**config.mk**
```make
export PLATFORM = sky130hd
export DESIGN_NAME = rob_completion_arbiter
export DESIGN_NICKNAME = d
export VERILOG_FILES = /design/src/rtl/rob_completion_arbiter.sv
export SDC_FILE = /design/constraint.sdc
export NUM_CORES = 1
export LEC_CHECK = 0
export CORE_UTILIZATION = 55
export CTS_BUF_LIST = sky130_fd_sc_hd__clkbuf_4 sky130_fd_sc_hd__clkbuf_8
export DETAILED_ROUTE_END_ITERATION = 8
export GPL_TIMING_DRIVEN = 0
export PLACE_DENSITY_LB_ADDON = 0.1
export SETUP_SLACK_MARGIN = 0.4
export SYNTH_ARGS = -nofsm -noshare
export SYNTH_HDL_FRONTEND = slang
export SYNTH_SLANG_ARGS = --single-unit
```
**constraint.sdc**
```tcl
create_clock -name clk -period 5 [get_ports clk]
set_input_delay 1 -clock clk [delete_from_list [all_inputs] [get_ports clk]]
set_output_delay 1 -clock clk [all_outputs]
set_load 0.02 [all_outputs]
```
**src/rtl/rob_completion_arbiter.sv**
```systemverilog
// ----------------------------------------------------------------------------
// rob_completion_arbiter
//
// Merges completions from three execution sources (ALU, cache, MUL) into the
// single ROB completion port. Each source has its own small FIFO. One
// registered output stage feeds the ROB, and a round-robin pointer picks
// which FIFO refills that stage.
//
// Optional build macro:
//   ROB_ARB_CACHE_PRIO_EN - the cache FIFO always wins when it is non-empty.
//                           ALU and MUL round-robin between themselves.
//                           When undefined, all three sources round-robin.
//
// Ports:
//   clk, reset                          clock, synchronous active-high reset
//   in_flush                            drop everything pending (exception recovery)
//   in_<src>_valid/_idx/_value/_exc     completion from alu / cache / mul
//   out_<src>_ready                     source FIFO can accept this cycle
//   in_rob_ready                        ROB accepts the presented completion
//   out_complete, out_complete_idx,
//   out_complete_value, out_exception,
//   out_src                             registered completion toward the ROB
//   out_conflict_cnt                    saturating count of cycles with >=2
//                                       non-empty FIFOs
// ----------------------------------------------------------------------------

// Per-source completion FIFO. DEPTH must be a power of two, so the pointers
// wrap naturally.
module rob_arb_fifo #(
    parameter int DEPTH = 2,
    parameter int IDX_W = 4
) (
    input  logic             clk,
    input  logic             reset,
    input  logic             i_clr,
    input  logic             i_push,
    input  logic             i_pop,
    input  logic [IDX_W-1:0] i_idx,
    input  logic [31:0]      i_value,
    input  logic [2:0]       i_exc,
    output logic [IDX_W-1:0] o_idx,
    output logic [31:0]      o_value,
    output logic [2:0]       o_exc,
    output logic             o_empty,
    output logic             o_full
);
    localparam int PW = $clog2(DEPTH);
    localparam int CW = PW + 1;

    logic [IDX_W-1:0] r_idx   [DEPTH];
    logic [31:0]      r_value [DEPTH];
    logic [2:0]       r_exc   [DEPTH];
    logic [PW-1:0]    r_rd;
    logic [PW-1:0]    r_wr;
    logic [CW-1:0]    r_cnt;

    always_ff @(posedge clk) begin
        if (reset || i_clr) begin
            r_rd  <= '0;
            r_wr  <= '0;
            r_cnt <= '0;
        end else begin
            if (i_push) r_wr <= r_wr + PW'(1);
            if (i_pop)  r_rd <= r_rd + PW'(1);
            case ({i_push, i_pop})
                2'b10:   r_cnt <= r_cnt + CW'(1);
                2'b01:   r_cnt <= r_cnt - CW'(1);
                default: r_cnt <= r_cnt;
            endcase
        end
    end

    // The storage needs no reset: the count alone decides what is live.
    always_ff @(posedge clk) begin
        if (i_push) begin
            r_idx[r_wr]   <= i_idx;
            r_value[r_wr] <= i_value;
            r_exc[r_wr]   <= i_exc;
        end
    end

    assign o_idx   = r_idx[r_rd];
    assign o_value = r_value[r_rd];
    assign o_exc   = r_exc[r_rd];
    assign o_empty = (r_cnt == '0);
    assign o_full  = (r_cnt == CW'(DEPTH));
endmodule

module rob_completion_arbiter #(
    parameter int DEPTH = 2,
    parameter int IDX_W = 4
) (
    input  logic             clk,
    input  logic             reset,
    input  logic             in_flush,
    input  logic             in_alu_valid,
    input  logic [IDX_W-1:0] in_alu_idx,
    input  logic [31:0]      in_alu_value,
    input  logic [2:0]       in_alu_exc,
    input  logic             in_cache_valid,
    input  logic [IDX_W-1:0] in_cache_idx,
    input  logic [31:0]      in_cache_value,
    input  logic [2:0]       in_cache_exc,
    input  logic             in_mul_valid,
    input  logic [IDX_W-1:0] in_mul_idx,
    input  logic [31:0]      in_mul_value,
    input  logic [2:0]       in_mul_exc,
    output logic             out_alu_ready,
    output logic             out_cache_ready,
    output logic             out_mul_ready,
    input  logic             in_rob_ready,
    output logic             out_complete,
    output logic [IDX_W-1:0] out_complete_idx,
    output logic [31:0]      out_complete_value,
    output logic [2:0]       out_exception,
    output logic [1:0]       out_src,
    output logic [15:0]      out_conflict_cnt
);
    localparam int NSRC = 3;
    localparam logic [1:0] SRC_ALU   = 2'd0;
    localparam logic [1:0] SRC_CACHE = 2'd1;
    localparam logic [1:0] SRC_MUL   = 2'd2;

    // Source-indexed views of the three request ports.
    logic [NSRC-1:0]             w_valid;
    logic [NSRC-1:0][IDX_W-1:0]  w_in_idx;
    logic [NSRC-1:0][31:0]       w_in_value;
    logic [NSRC-1:0][2:0]        w_in_exc;
    logic [NSRC-1:0][IDX_W-1:0]  w_hd_idx;
    logic [NSRC-1:0][31:0]       w_hd_value;
    logic [NSRC-1:0][2:0]        w_hd_exc;
    logic [NSRC-1:0]             w_empty;
    logic [NSRC-1:0]             w_full;
    logic [NSRC-1:0]             w_ne;
    logic [NSRC-1:0]             w_ready;
    logic [NSRC-1:0]             w_push;
    logic [NSRC-1:0]             w_pop;

    logic             r_out_valid;
    logic [IDX_W-1:0] r_out_idx;
    logic [31:0]      r_out_value;
    logic [2:0]       r_out_exc;
    logic [1:0]       r_out_src;
    logic [1:0]       r_last;
    logic [15:0]      r_conflict;

    logic             w_load;
    logic             w_gnt_vld;
    logic [1:0]       w_gnt;
    logic             w_conflict;

    assign w_valid    = {in_mul_valid, in_cache_valid, in_alu_valid};
    assign w_in_idx   = {in_mul_idx, in_cache_idx, in_alu_idx};
    assign w_in_value = {in_mul_value, in_cache_value, in_alu_value};
    assign w_in_exc   = {in_mul_exc, in_cache_exc, in_alu_exc};

    // Ready depends only on the registered fill level and the flush input.
    // It never depends on this cycle's valid or pop, so a pop from a full
    // FIFO does not raise ready in the same cycle.
    assign w_ready = ~w_full & {NSRC{~in_flush}};
    assign w_push  = w_valid & w_ready;
    assign w_ne    = ~w_empty;

    // The output stage refills whenever it is empty or is handing off.
    assign w_load = !r_out_valid || in_rob_ready;

    genvar s;
    generate
        for (s = 0; s < NSRC; s++) begin : g_src
            assign w_pop[s] = w_load && w_gnt_vld && (w_gnt == 2'(s)) && !in_flush;
            rob_arb_fifo #(.DEPTH(DEPTH), .IDX_W(IDX_W)) u_fifo (
                .clk     (clk),
                .reset   (reset),
                .i_clr   (in_flush),
                .i_push  (w_push[s]),
                .i_pop   (w_pop[s]),
                .i_idx   (w_in_idx[s]),
                .i_value (w_in_value[s]),
                .i_exc   (w_in_exc[s]),
                .o_idx   (w_hd_idx[s]),
                .o_value (w_hd_value[s]),
                .o_exc   (w_hd_exc[s]),
                .o_empty (w_empty[s]),
                .o_full  (w_full[s])
            );
        end
    endgenerate

    // Grant selection. r_last is the most recent round-robin winner, and the
    // search starts at the source after it.
    always_comb begin
        w_gnt_vld = 1'b0;
        w_gnt     = SRC_ALU;
`ifdef ROB_ARB_CACHE_PRIO_EN
        if (w_ne[SRC_CACHE]) begin
            w_gnt_vld = 1'b1;
            w_gnt     = SRC_CACHE;
        end else if (r_last == SRC_ALU) begin
            if (w_ne[SRC_MUL])      begin w_gnt_vld = 1'b1; w_gnt = SRC_MUL; end
            else if (w_ne[SRC_ALU]) begin w_gnt_vld = 1'b1; w_gnt = SRC_ALU; end
        end else begin
            if (w_ne[SRC_ALU])      begin w_gnt_vld = 1'b1; w_gnt = SRC_ALU; end
            else if (w_ne[SRC_MUL]) begin w_gnt_vld = 1'b1; w_gnt = SRC_MUL; end
        end
`else
        case (r_last)
            SRC_ALU: begin
                if (w_ne[SRC_CACHE])    begin w_gnt_vld = 1'b1; w_gnt = SRC_CACHE; end
                else if (w_ne[SRC_MUL]) begin w_gnt_vld = 1'b1; w_gnt = SRC_MUL; end
                else if (w_ne[SRC_ALU]) begin w_gnt_vld = 1'b1; w_gnt = SRC_ALU; end
            end
            SRC_CACHE: begin
                if (w_ne[SRC_MUL])        begin w_gnt_vld = 1'b1; w_gnt = SRC_MUL; end
                else if (w_ne[SRC_ALU])   begin w_gnt_vld = 1'b1; w_gnt = SRC_ALU; end
                else if (w_ne[SRC_CACHE]) begin w_gnt_vld = 1'b1; w_gnt = SRC_CACHE; end
            end
            default: begin
                if (w_ne[SRC_ALU])        begin w_gnt_vld = 1'b1; w_gnt = SRC_ALU; end
                else if (w_ne[SRC_CACHE]) begin w_gnt_vld = 1'b1; w_gnt = SRC_CACHE; end
                else if (w_ne[SRC_MUL])   begin w_gnt_vld = 1'b1; w_gnt = SRC_MUL; end
            end
        endcase
`endif
    end

    // Output register and round-robin pointer. A pointer value of MUL means
    // the next search starts at ALU.
    always_ff @(posedge clk) begin
        if (reset || in_flush) begin
            r_out_valid <= 1'b0;
            r_out_idx   <= '0;
            r_out_value <= '0;
            r_out_exc   <= '0;
            r_out_src   <= SRC_ALU;
            r_last      <= SRC_MUL;
        end else if (w_load) begin
            r_out_valid <= w_gnt_vld;
            if (w_gnt_vld) begin
                r_out_idx   <= w_hd_idx[w_gnt];
                r_out_value <= w_hd_value[w_gnt];
                r_out_exc   <= w_hd_exc[w_gnt];
                r_out_src   <= w_gnt;
`ifdef ROB_ARB_CACHE_PRIO_EN
                // Cache grants bypass the ALU/MUL rotation.
                if (w_gnt != SRC_CACHE) r_last <= w_gnt;
`else
                r_last <= w_gnt;
`endif
            end
        end
    end

    // Conflict counter. Flush does not clear it; only reset does.
    assign w_conflict = (w_ne[0] & w_ne[1]) | (w_ne[0] & w_ne[2]) | (w_ne[1] & w_ne[2]);

    always_ff @(posedge clk) begin
        if (reset) begin
            r_conflict <= '0;
        end else if (w_conflict && (r_conflict != 16'hFFFF)) begin
            r_conflict <= r_conflict + 16'd1;
        end
    end

    assign out_alu_ready      = w_ready[SRC_ALU];
    assign out_cache_ready    = w_ready[SRC_CACHE];
    assign out_mul_ready      = w_ready[SRC_MUL];
    assign out_complete       = r_out_valid;
    assign out_complete_idx   = r_out_idx;
    assign out_complete_value = r_out_value;
    assign out_exception      = r_out_exc;
    assign out_src            = r_out_src;
    assign out_conflict_cnt   = r_conflict;
endmodule

```
After elaboration in Yosys (flattened, before gate mapping)
Memories as Yosys holds them, arrays and structs flattened. A register that Yosys moved wholly into a read port is not among the register bits.
Cells that the tools add are included.
- register bits after elaboration: 72
- memory bits (writable): 234
- memories kept: 9
- memory list (name ; words ; bits a word ; read ports ; clocked after Yosys merged registers in ; wr ports ; RTL line ; RTL):
    g_src[0].u_fifo.r_value ; 2 ; 32 ; 1 ; 1 ; 1 ; 51 ; logic [31:0] r_value [DEPTH];
    g_src[1].u_fifo.r_value ; 2 ; 32 ; 1 ; 1 ; 1 ; 51 ;
    g_src[2].u_fifo.r_value ; 2 ; 32 ; 1 ; 1 ; 1 ; 51 ;
    g_src[0].u_fifo.r_idx ; 2 ; 4 ; 1 ; 1 ; 1 ; 50 ; logic [IDX_W-1:0] r_idx [DEPTH];
    g_src[1].u_fifo.r_idx ; 2 ; 4 ; 1 ; 1 ; 1 ; 50 ;
    g_src[2].u_fifo.r_idx ; 2 ; 4 ; 1 ; 1 ; 1 ; 50 ;
    3 more memories ; -- ; -- ; -- ; -- ; -- ; -- ;
- add/sub/neg operators: 13
- $lt $le $gt $ge: 1
- equal/unequal tests: 13
- muxes and demuxes: 50
- bitwise operators: 10
- reduce and logical (&&, ||, !) cells: 21
- operators by type and width (kind ; count):
    $bmux 32 s2 ; 1
    $mux 1 ; 35
    $mux 32 ; 1
    $add 16x1->16 const B ; 1
    $ne 16x16->1 const B ; 1
    $pmux 2 s2 ; 4
    $eq 2x2->1 const B ; 7
    $eq 2x1->1 const B ; 5
    $logic_not 2->1 ; 5
    $bmux 4 s2 ; 1
    $logic_and 1x1->1 ; 8
    $mux 2 ; 4
    $add 1x1->1 const B ; 6
    $add 2x1->2 const B ; 3
    $and 3x3->3 ; 2
    $bmux 3 s2 ; 1
    $not 3->3 ; 2
    $reduce_bool 2->1 ; 3
    $sub 2x1->2 const B ; 3
    $mux 4 ; 1
    $and 1x1->1 ; 3
    $lt 2x3->1 const B ; 1
    $mux 3 ; 1
    $logic_not 1->1 ; 2
    other kinds (5) ; 7

Depth between registers and ports, before layout
Gate-level depths: netlist of run 1.
- depth after elaboration: 11
- mapped depth: 11

Cells and area by module
Synthesis of run 1 repeated with hierarchy kept, for this count alone.
- cell total of the unflattened synthesis: 740
- area total of the unflattened synthesis: 11890.2 µm²
- by module, submodules not included (module ; times used ; cells each ; area each (µm²) ; sequential area each (µm²)):
    rob_arb_fifo ; 3 ; 143 ; 3014.1 ; 2442.3
    rob_completion_arbiter ; 1 ; 311 ; 2847.7 ; 1181.1

Least setup slack after synthesis of run 1
OpenSTA, ideal clock, no wires.
- kind: input to register
- start point: input port in_flush
- end point: memory g_src[2].u_fifo.r_exc[0][0] (enable)
- arrival: 3422 ps
- data required time: 4565 ps
- path slack: 1142 ps
- stages on the path: 4
- path through: buf_2 a21oi_1 nand2_1 nor2_1
- cells in the longest elaborated chain, start to end: 5
- ends and longest elaborated chain (element ; RTL line ; RTL):
    from (decl) ; 95 ; input logic in_flush,
    $not 1->1 ; 160 ; assign w_ready = ~w_full & {NSRC{~in_flush}};
    $and 3x3->3 ; 160 ;
    via out_mul_ready ; 110 ; output logic out_mul_ready,
    $and 3x3->3 ; 161 ; assign w_push = w_valid & w_ready;
    $mux 1 ; 75 ; if (i_push) begin
    $mux 1 (not written as such) ; 78 ; r_exc[r_wr] <= i_exc;
    to (decl) ; 52 ; logic [2:0] r_exc [DEPTH];
The timed path passes the listed nets, and every way through them passes these cells.

Worst setup path in the final report of run 1
- start point: input port in_flush
- end point: output port out_mul_ready
- cells in the longest elaborated chain, start to end: 2
- ends and longest elaborated chain (element ; RTL line):
    $not 1->1 ; 160
    $and 3x3->3 ; 160
    to (decl) ; 110
Every way passes these cells.

==> summary.txt, run 1 <==
Logic synthesis
  – Most common cell in the netlist: edfxtp_1
  – Syn Inst Count: 746
  – Compound-Gate Fraction of Synth Area: 4.92%
  – Syn_area_per_cell: 16.0 um^2
  – Cell Area, Synth: 11,900 um^2
  – Mux contribution to synthesized area: 13.3%
  – Warnings, synthesis: 0
  – Simple-gate portion of the synthesized area: 5.93%
  – Post-synth EDFFs: 234
  – Top post-synthesis cells by area: edfxtp_1 (59%), mux2i_1 (13%), dfxtp_1 (12%)
  – Synth Area in XOR/XNOR: 1.54%
  – Post-synth top area share: 58.9%
  – Post-synth ARST share: 0%
  – Seq/Total Area, Yosys: 71.4%
  – Yosys reg bits: 308
  – Synth area leader: edfxtp_1
  – Largest family of logic cells by synthesized area: multiplexers
  – Synth cell types: 53
  – Most common library cells after synthesis: edfxtp_1 (234), mux2i_1 (158), dfxtp_1 (74)
  – Synth Net Count: 874
  – Synth Flop Type: edfxtp_1
  – Synth Area in Adders: 0.420%

STA
  – Post-route setup TNS: 0 ps
  – Max transition margin: 39.6%
  – Max-slew violations: 0
  – Peak Freq: 321 MHz
  – Hold Vio Cnt, Final: 0
  – RSZ-0062 raised after global routing: no
  – Final setup violation count: 0
  – Final min period: 3110 ps
  – Least-Margin Pin Slew: 906 ps
  – Crit share post-route: 62.2%
  – Clk_skew: 13.3 ps
  – Hold_ws: 488 ps

Power
  – Peak supply drop: 0.000280 V
  – Leakage: 5.01 nW
  – PD cells: 357 nW/um^2

Setup path
  – CP startpoint kind: primary input
  – Crit path launch: in_flush
  – Critical path's slowest cell: clkdlybuf4s50_1
  – Reg2reg end: g_src[1].u_fifo.r_cnt[1]$_SDFFE_PP0P_
  – RR Startpoint: g_src[2].u_fifo.r_cnt[0]$_SDFFE_PP0P_
  – Critical path type: in -> out
  – Critical path arrival: 2110 ps
  – Worst R2R Path Depth: 9
  – Crit-path max FO: 9
  – CP cell instances: buf_2 -> a21oi_1 -> clkdlybuf4s50_1
  – Worst EP required: 4000 ps
  – Delay-heaviest family, CP: buffers and inverters
  – Critical Path Max Stage Delay: 670 ps
  – CP Buf/Inv Count: 2
  – Setup crit end kind: output pin
  – R2r setup slk: 2490 ps

Die
  – Initial Util: 56.4%
  – Row cnt: 53
  – Die Span Y: 149 um
  – Chip Width: 149 um
  – Core ar.: 21,200 um^2
  – Die Footprint: 22,300 um^2
  – Io pins: 185

Layout
  – Share of cells above drive strength 1: 13.3%
  – Antenna diode count: 0
  – Layout Utilization: 72.3%
  – Layout area overhead: 28.2%
  – Final nets: 1,113

Place
  – HPWL Detailed: 17,200 um
  – PortBufs: 183
  – GPL Wtd Cong: 0.825

Clocking
  – H-tree depth: 2
  – Clock sinks: 308
  – Clock buffer depth: 3
  – Inserted Clock Buffers: 48
  – CTS resizes: 0
  – Clk_lat worst skew: 550 ps
  – Number of post-CTS setup repair buffers: 0
  – Post-CTS Hold Fix Bufs: 0
  – Clock root cell: clkbuf_8
  – CTS clk-pin slew, worst paths: 60 ps
  – CTS tree: done

Routing
  – Starting DRC count in detailed routing: 378
  – Number of remaining DRC errors: 0
  – Drt total wl: 25,600 um
  – Drt wl/cell: 19.7 um
  – Routed Antenna Nets: 0
  – Vias: 7,089
  – First drt pass iteration count: 5
  – Vias/cell: 5.46

Flow run
  – Max Cap Viol: 0

GRT
  – Grt ovf: 0
  – GRT Total Usage: 23.5%
  – First-pass GRT wire length: 39,100 um
  – Largest net degree at the start of global routing: 30
  – Vias in the first global route: 7,428
  – Initial antenna violation count: 1

Outcome
  – Outcome: complete, no violations

Min path
  – WHS Endpoint: out_complete_value[10]$_SDFFE_PP0N_
  – Worst Hold Class: reg -> reg
  – HP Start: out_complete_value[10]$_SDFFE_PP0N_
  – Hold Path Stages: 1
-- sequential cells by signal, indices dropped and copies added, names as in the netlist, 4 cells and up, named ones only --
| register | flops |
|---|---|
| g_src.u_fifo.r_exc | 18 |
| out_conflict_cnt | 16 |
| out_complete_value | 32 |
| g_src.u_fifo.r_idx | 24 |
| out_complete_idx | 4 |
| g_src.u_fifo.r_value | 192 |
| g_src.u_fifo.r_cnt | 6 |
-- worst reg2reg max path, delay by kind of cell (launching register included) --
family,cells,cell delay [ps]
flops,1,390
fa+ha+maj,1,300
simple gates,4,880
buf+inv,2,430
compound gates,2,450
-- stage by stage --
stage	std cells	power [mW]	instance area, um^2	worst slack [ps]
global placement	1204	3.29	14100	-189
detailed placement	1210	3.31	14200	1870
finish	1299	5.46	15300	1890
floorplan	746	3.10	11900	1140
CTS	1299	5.50	15300	1870
global route	1299	5.65	15300	1840
-- report_power, final --
group          internal [mW]  leakage [nW]  switching [mW]  total (mW)
sequential              2.83          2.75          0.0268        2.86
combinational          0.204          1.71           0.196       0.400
clock                   1.27         0.554           0.926        2.20
-- cell families (layout without fill, tap and decap cells) --
| group | count (synthesis) | count (layout) |
|---|---|---|
| buffers and inverters | 47 | 325 |
| AO/OA/AOI/OAI | 71 | 71 |
| adder cells (fa/ha/maj) | 4 | 4 |
| XOR/XNOR | 21 | 21 |
| flip-flops | 308 | 308 |
| AND/OR/NAND/NOR | 137 | 137 |
| multiplexers | 158 | 158 |
-- layout make-up --
cell class | instances | area, um^2
Buffer | 42 | 288
Clock buffer | 79 | 968
Clock inverter | 10 | 76.3
Fill cell | 1412 | 5860
Inverter | 5 | 18.8
Multi-Input combinational cell | 391 | 3140
Sequential cell | 308 | 8510
Tap cell | 275 | 344
Timing Repair Buffer | 189 | 1950
-- cell usage in the layout (no fill, tap or decap), types with 3 or more instances in the layout --
cell type        netlist  routed
clkinv_1               0       3
mux2i_1              158     158
buf_4                  3       3
buf_12                 3       9
ha_1                   4       4
nor3_1                 6       6
o21ai_0                7       7
clkbuf_1              15      15
xnor2_1               13      13
nor4_1                 3       3
and3_1                 6       3
dfxtp_1               74      74
nor2_4                 1       4
buf_1                  3       3
edfxtp_1             234     234
nand2_1               13      13
xor2_1                 8       8
buf_6                  6       6
nand3_1                6       6
clkdlybuf4s50_1        0     183
nor2_1                71      68
nand4_1                4       4
buf_2                 11      11
or3_1                  6       6
clkinv_2               0       4
inv_1                  5       5
a221o_1               39      39
clkbuf_4               0      19
a21oi_1               14      14
and3_2                 0       3
clkbuf_8               0      60
-- per-layer routing --
layer  global-route usage [%]  routed length [um]
met2                     39.9               12600
met3                     5.87                1940
met1                     29.3               10700
met4                     7.91                 414
met5                        0                   0
-- worst max path at each step --
stage	to	slack (ps)	cells past startpoint
after global placement	g_src[1].u_fifo.r_value[0][8]$_DFFE_PP_	-190	3
after floorplan	g_src[2].u_fifo.r_exc[0][0]$_DFFE_PP_	1140	4
after global routing	out_mul_ready	1840	3
final	out_mul_ready	1890	3
after detailed placement	out_mul_ready	1870	3
after CTS	out_mul_ready	1870	3
Note: power is estimated with default switching activity, not from simulation.
==> inputs of run 2 (changes only) <==
==> constraint.sdc (replaced) <==
create_clock -name clk -period 2.95 [get_ports clk]
set_input_delay 0.59 -clock clk [delete_from_list [all_inputs] [get_ports clk]]
set_output_delay 0.59 -clock clk [all_outputs]
set_load 0.02 [all_outputs]
==> run 2 against run 1 <==
- final cell count down 0.15%
- register-to-register slack worse by 2000 ps
- critical endpoint is now g_src[1].u_fifo.r_cnt[1]$_SDFFE_PP0P_
- worst setup slack worse by 1400 ps
- utilization down 0.33 points
- global-route usage up 0.19 points
- total power up 70%
- non-clock buffer count down 4
- routed wire length up 2.2%
- sequential cell count unchanged
- sequential power up 70%
- critical path type is now reg -> reg
- highest routed layer unchanged
- largest power group unchanged
- count of clock-buffer cells in the layout down 12
==> summary.txt, run 2 (same netlist as run 1, synthesis figures left out) <==
Outcome
  – Outcome: complete, no violations (unchanged)

Clocking
  – CTS clk-pin slew, worst paths: 70 ps (was 60 ps)
  – CTS tree: done (unchanged)
  – H-tree depth: 2 (unchanged)
  – Clk_lat worst skew: 560 ps (was 550 ps)
  – Clock sinks: 308 (unchanged)
  – Clock buffer depth: 3 (unchanged)
  – Inserted Clock Buffers: 49 (was 48)
  – Number of post-CTS setup repair buffers: 0 (unchanged)
  – Clock root cell: clkbuf_8 (unchanged)

Layout
  – Final-layout fill cell count: 1,366 (was 1,412)
  – Layout Utilization: 72.0% (was 72.3%)
  – Layout Cells excl Fill: 1,297 (was 1,299)
  – Commonest non-fill, non-tap cell in the layout: edfxtp_1 (unchanged)
  – Largest register by flop count: g_src.u_fifo.r_value (unchanged)
  – Final nets: 1,111 (was 1,113)
  – Share of cells above drive strength 1: 12.7% (was 13.3%)
  – Commonest non-fill, non-tap cells in the layout: edfxtp_1 (234), clkdlybuf4s50_1 (180), mux2i_1 (158) (was edfxtp_1 (234), clkdlybuf4s50_1 (183), mux2i_1 (158))
  – Design Area, Final: 15,200 um^2 (was 15,300 um^2)
  – Seq. cell area: 8510 um^2 (unchanged)
  – Max reg flops: 192 (unchanged)
  – Footprint of the multi-input gates: 3150 um^2 (was 3140 um^2)
  – Layout area overhead: 27.7% (was 28.2%)
  – Antenna diode count: 0 (unchanged)

Die
  – Row cnt: 53 (unchanged)
  – Die Span Y: 149 um (unchanged)
  – Initial Util: 56.4% (unchanged)
  – Chip Width: 149 um (unchanged)
  – Core ar.: 21,200 um^2 (unchanged)
  – Io pins: 185 (unchanged)
  – Die Footprint: 22,300 um^2 (unchanged)

Setup path
  – CP cell instances: nor2_2 -> or3_1 -> o41ai_2 -> buf_6 -> buf_8 -> nor3b_1 -> ha_1 -> or3_1 -> a21oi_1 (was buf_2 -> a21oi_1 -> clkdlybuf4s50_1)
  – Critical path arrival: 2960 ps (was 2110 ps)
  – Critical path's slowest cell: dfxtp_1 (was clkdlybuf4s50_1)
  – Worst R2R Path Depth: 9 (unchanged)
  – RR Startpoint: g_src[1].u_fifo.r_cnt[1]$_SDFFE_PP0P_ (was g_src[2].u_fifo.r_cnt[0]$_SDFFE_PP0P_)
  – R2r setup slk: 450 ps (was 2490 ps)
  – Worst EP required: 3410 ps (was 4000 ps)
  – CP most frequent cell: or3_1
  – Crit-path max FO: 10 (was 9)
  – Critical path type: reg -> reg (was in -> out)
  – Critical Path Max Stage Delay: 470 ps (was 670 ps)
  – Reg2reg end: g_src[1].u_fifo.r_cnt[1]$_SDFFE_PP0P_ (unchanged)
  – Setup crit end kind: flip-flop (was output pin)
  – CP startpoint kind: flip-flop (was primary input)

Min path
  – WHS Endpoint: out_complete$_SDFFE_PP0P_ (was out_complete_value[10]$_SDFFE_PP0N_)
  – Hold Path Stages: 3 (was 1)
  – Worst Hold Class: in -> reg (was reg -> reg)
  – HP Start: in_flush (was out_complete_value[10]$_SDFFE_PP0N_)

GRT
  – Initial antenna violation count: 0 (was 1)
  – Largest net degree at the start of global routing: 40 (was 30)
  – First-pass GRT wire length: 39,700 um (was 39,100 um)
  – Vias in the first global route: 7,512 (was 7,428)
  – GRT Total Usage: 23.7% (was 23.5%)
  – Grt ovf: 0 (unchanged)

Routing
  – Vias: 7,116 (was 7,089)
  – Vias/cell: 5.49 (was 5.46)
  – Drt total wl: 26,200 um (was 25,600 um)
  – Starting DRC count in detailed routing: 289 (was 378)
  – Number of remaining DRC errors: 0 (unchanged)
  – First drt pass iteration count: 5 (unchanged)
  – Drt wl/cell: 20.2 um (was 19.7 um)
  – Routed Antenna Nets: 0 (unchanged)

Place
  – HPWL Detailed: 16,700 um (was 17,200 um)
  – Placed insts: 1,204 (was 1,210)
  – GPL Wtd Cong: 0.847 (was 0.825)
  – Place WS: 194 ps (was 1870 ps)
  – Placed cell areas: 14,100 um^2 (was 14,200 um^2)
  – PortBufs: 183 (unchanged)

STA
  – Peak Freq: 400 MHz
  – Hold Vio Cnt, Final: 0 (unchanged)
  – Post-route setup TNS: 0 ps (unchanged)
  – Crit share post-route: 84.7%
  – Max-slew violations: 0 (unchanged)
  – Hold_ws: 461 ps (was 488 ps)
  – Final setup violation count: 0 (unchanged)
  – Clk_skew: 22.4 ps (was 13.3 ps)
  – Least-Margin Pin Slew: 1170 ps (was 906 ps)
  – RSZ-0062 raised after global routing: yes (was no)
  – Setup WS post-layout: 452 ps (was 1890 ps)
  – Max transition margin: 22.2% (was 39.6%)
  – Final min period: 2500 ps

Flow run
  – Max Cap Viol: 0 (unchanged)

Power
  – Total power: 9.26 mW (was 5.46 mW)
  – Peak supply drop: 0.000476 V (was 0.000280 V)
  – Leakage: 5.01 nW (about the same)
  – PD cells: 608 nW/um^2 (was 357 nW/um^2)
## run 2: timing repair
| action | CTS | global route |
|---|---|---|
| hold endpoints to repair | 0 | 0 |
| resized for setup | 1 | 4 |
| cloned | 0 | 1 |
| hold buffers | 0 | 0 |
| pin swaps | 0 | 0 |
| setup endpoints to repair | 1 | 43 |
## run 2: how the worst max path moves through the flow
stage                                                      from                                      end  cells past startpoint
after floorplan                                        in_flush    g_src[2].u_fifo.r_exc[0][0]$_DFFE_PP_                      4
after global placement                             in_alu_valid  g_src[0].u_fifo.r_value[0][9]$_DFFE_PP_                      3
after detailed placement                           in_alu_valid  g_src[0].u_fifo.r_value[0][9]$_DFFE_PP_                      3
after CTS                 g_src[1].u_fifo.r_cnt[0]$_SDFFE_PP0P_                          out_cache_ready                      4
after global routing      g_src[1].u_fifo.r_cnt[1]$_SDFFE_PP0P_    g_src[1].u_fifo.r_cnt[1]$_SDFFE_PP0P_                      9
final                     g_src[1].u_fifo.r_cnt[1]$_SDFFE_PP0P_    g_src[1].u_fifo.r_cnt[1]$_SDFFE_PP0P_                      9
## run 2: final cells by class
cell class,instances,area share (%)
buffer,42,1.89
clock buffer,67,5.73
clock inverter,23,1.06
inverter,5,0.123
multi-input combinational,392,20.7
sequential,308,55.9
tap,275,2.26
timing repair buffer,185,12.3
## run 2: worst max-delay path: cells and delay by family (launching register included)
kind                     cells  cell delay (ps)
adder cells (fa/ha/maj)      1              290
flip-flops                   1              470
AO/OA/AOI/OAI                2              230
AND/OR/NAND/NOR              4             1020
buffers and inverters        2              400
## run 2: report_power, final
part	internal (mW)	total, mW	leakage, nW	switching (mW)
clock network	2.10	3.73	0.550	1.63
logic	0.341	0.675	1.71	0.334
registers	4.80	4.85	2.75	0.0461
total	7.24	9.26	5.01	2.01
## run 2: layer usage
| layer | routed length [um] | up-vias | part of all wire, % | track usage [%] |
|---|---|---|---|---|
| met3 | 1730 | 50 | 6.6 | 5.78 |
| met4 | 486 | 0 | 1.9 | 7.65 |
| li1 | - | 3350 | - | - |
| met1 | 11000 | 3492 | 42 | 30.0 |
| met5 | 0 | - | 0 | 0 |
| met2 | 13000 | 224 | 50 | 40.0 |
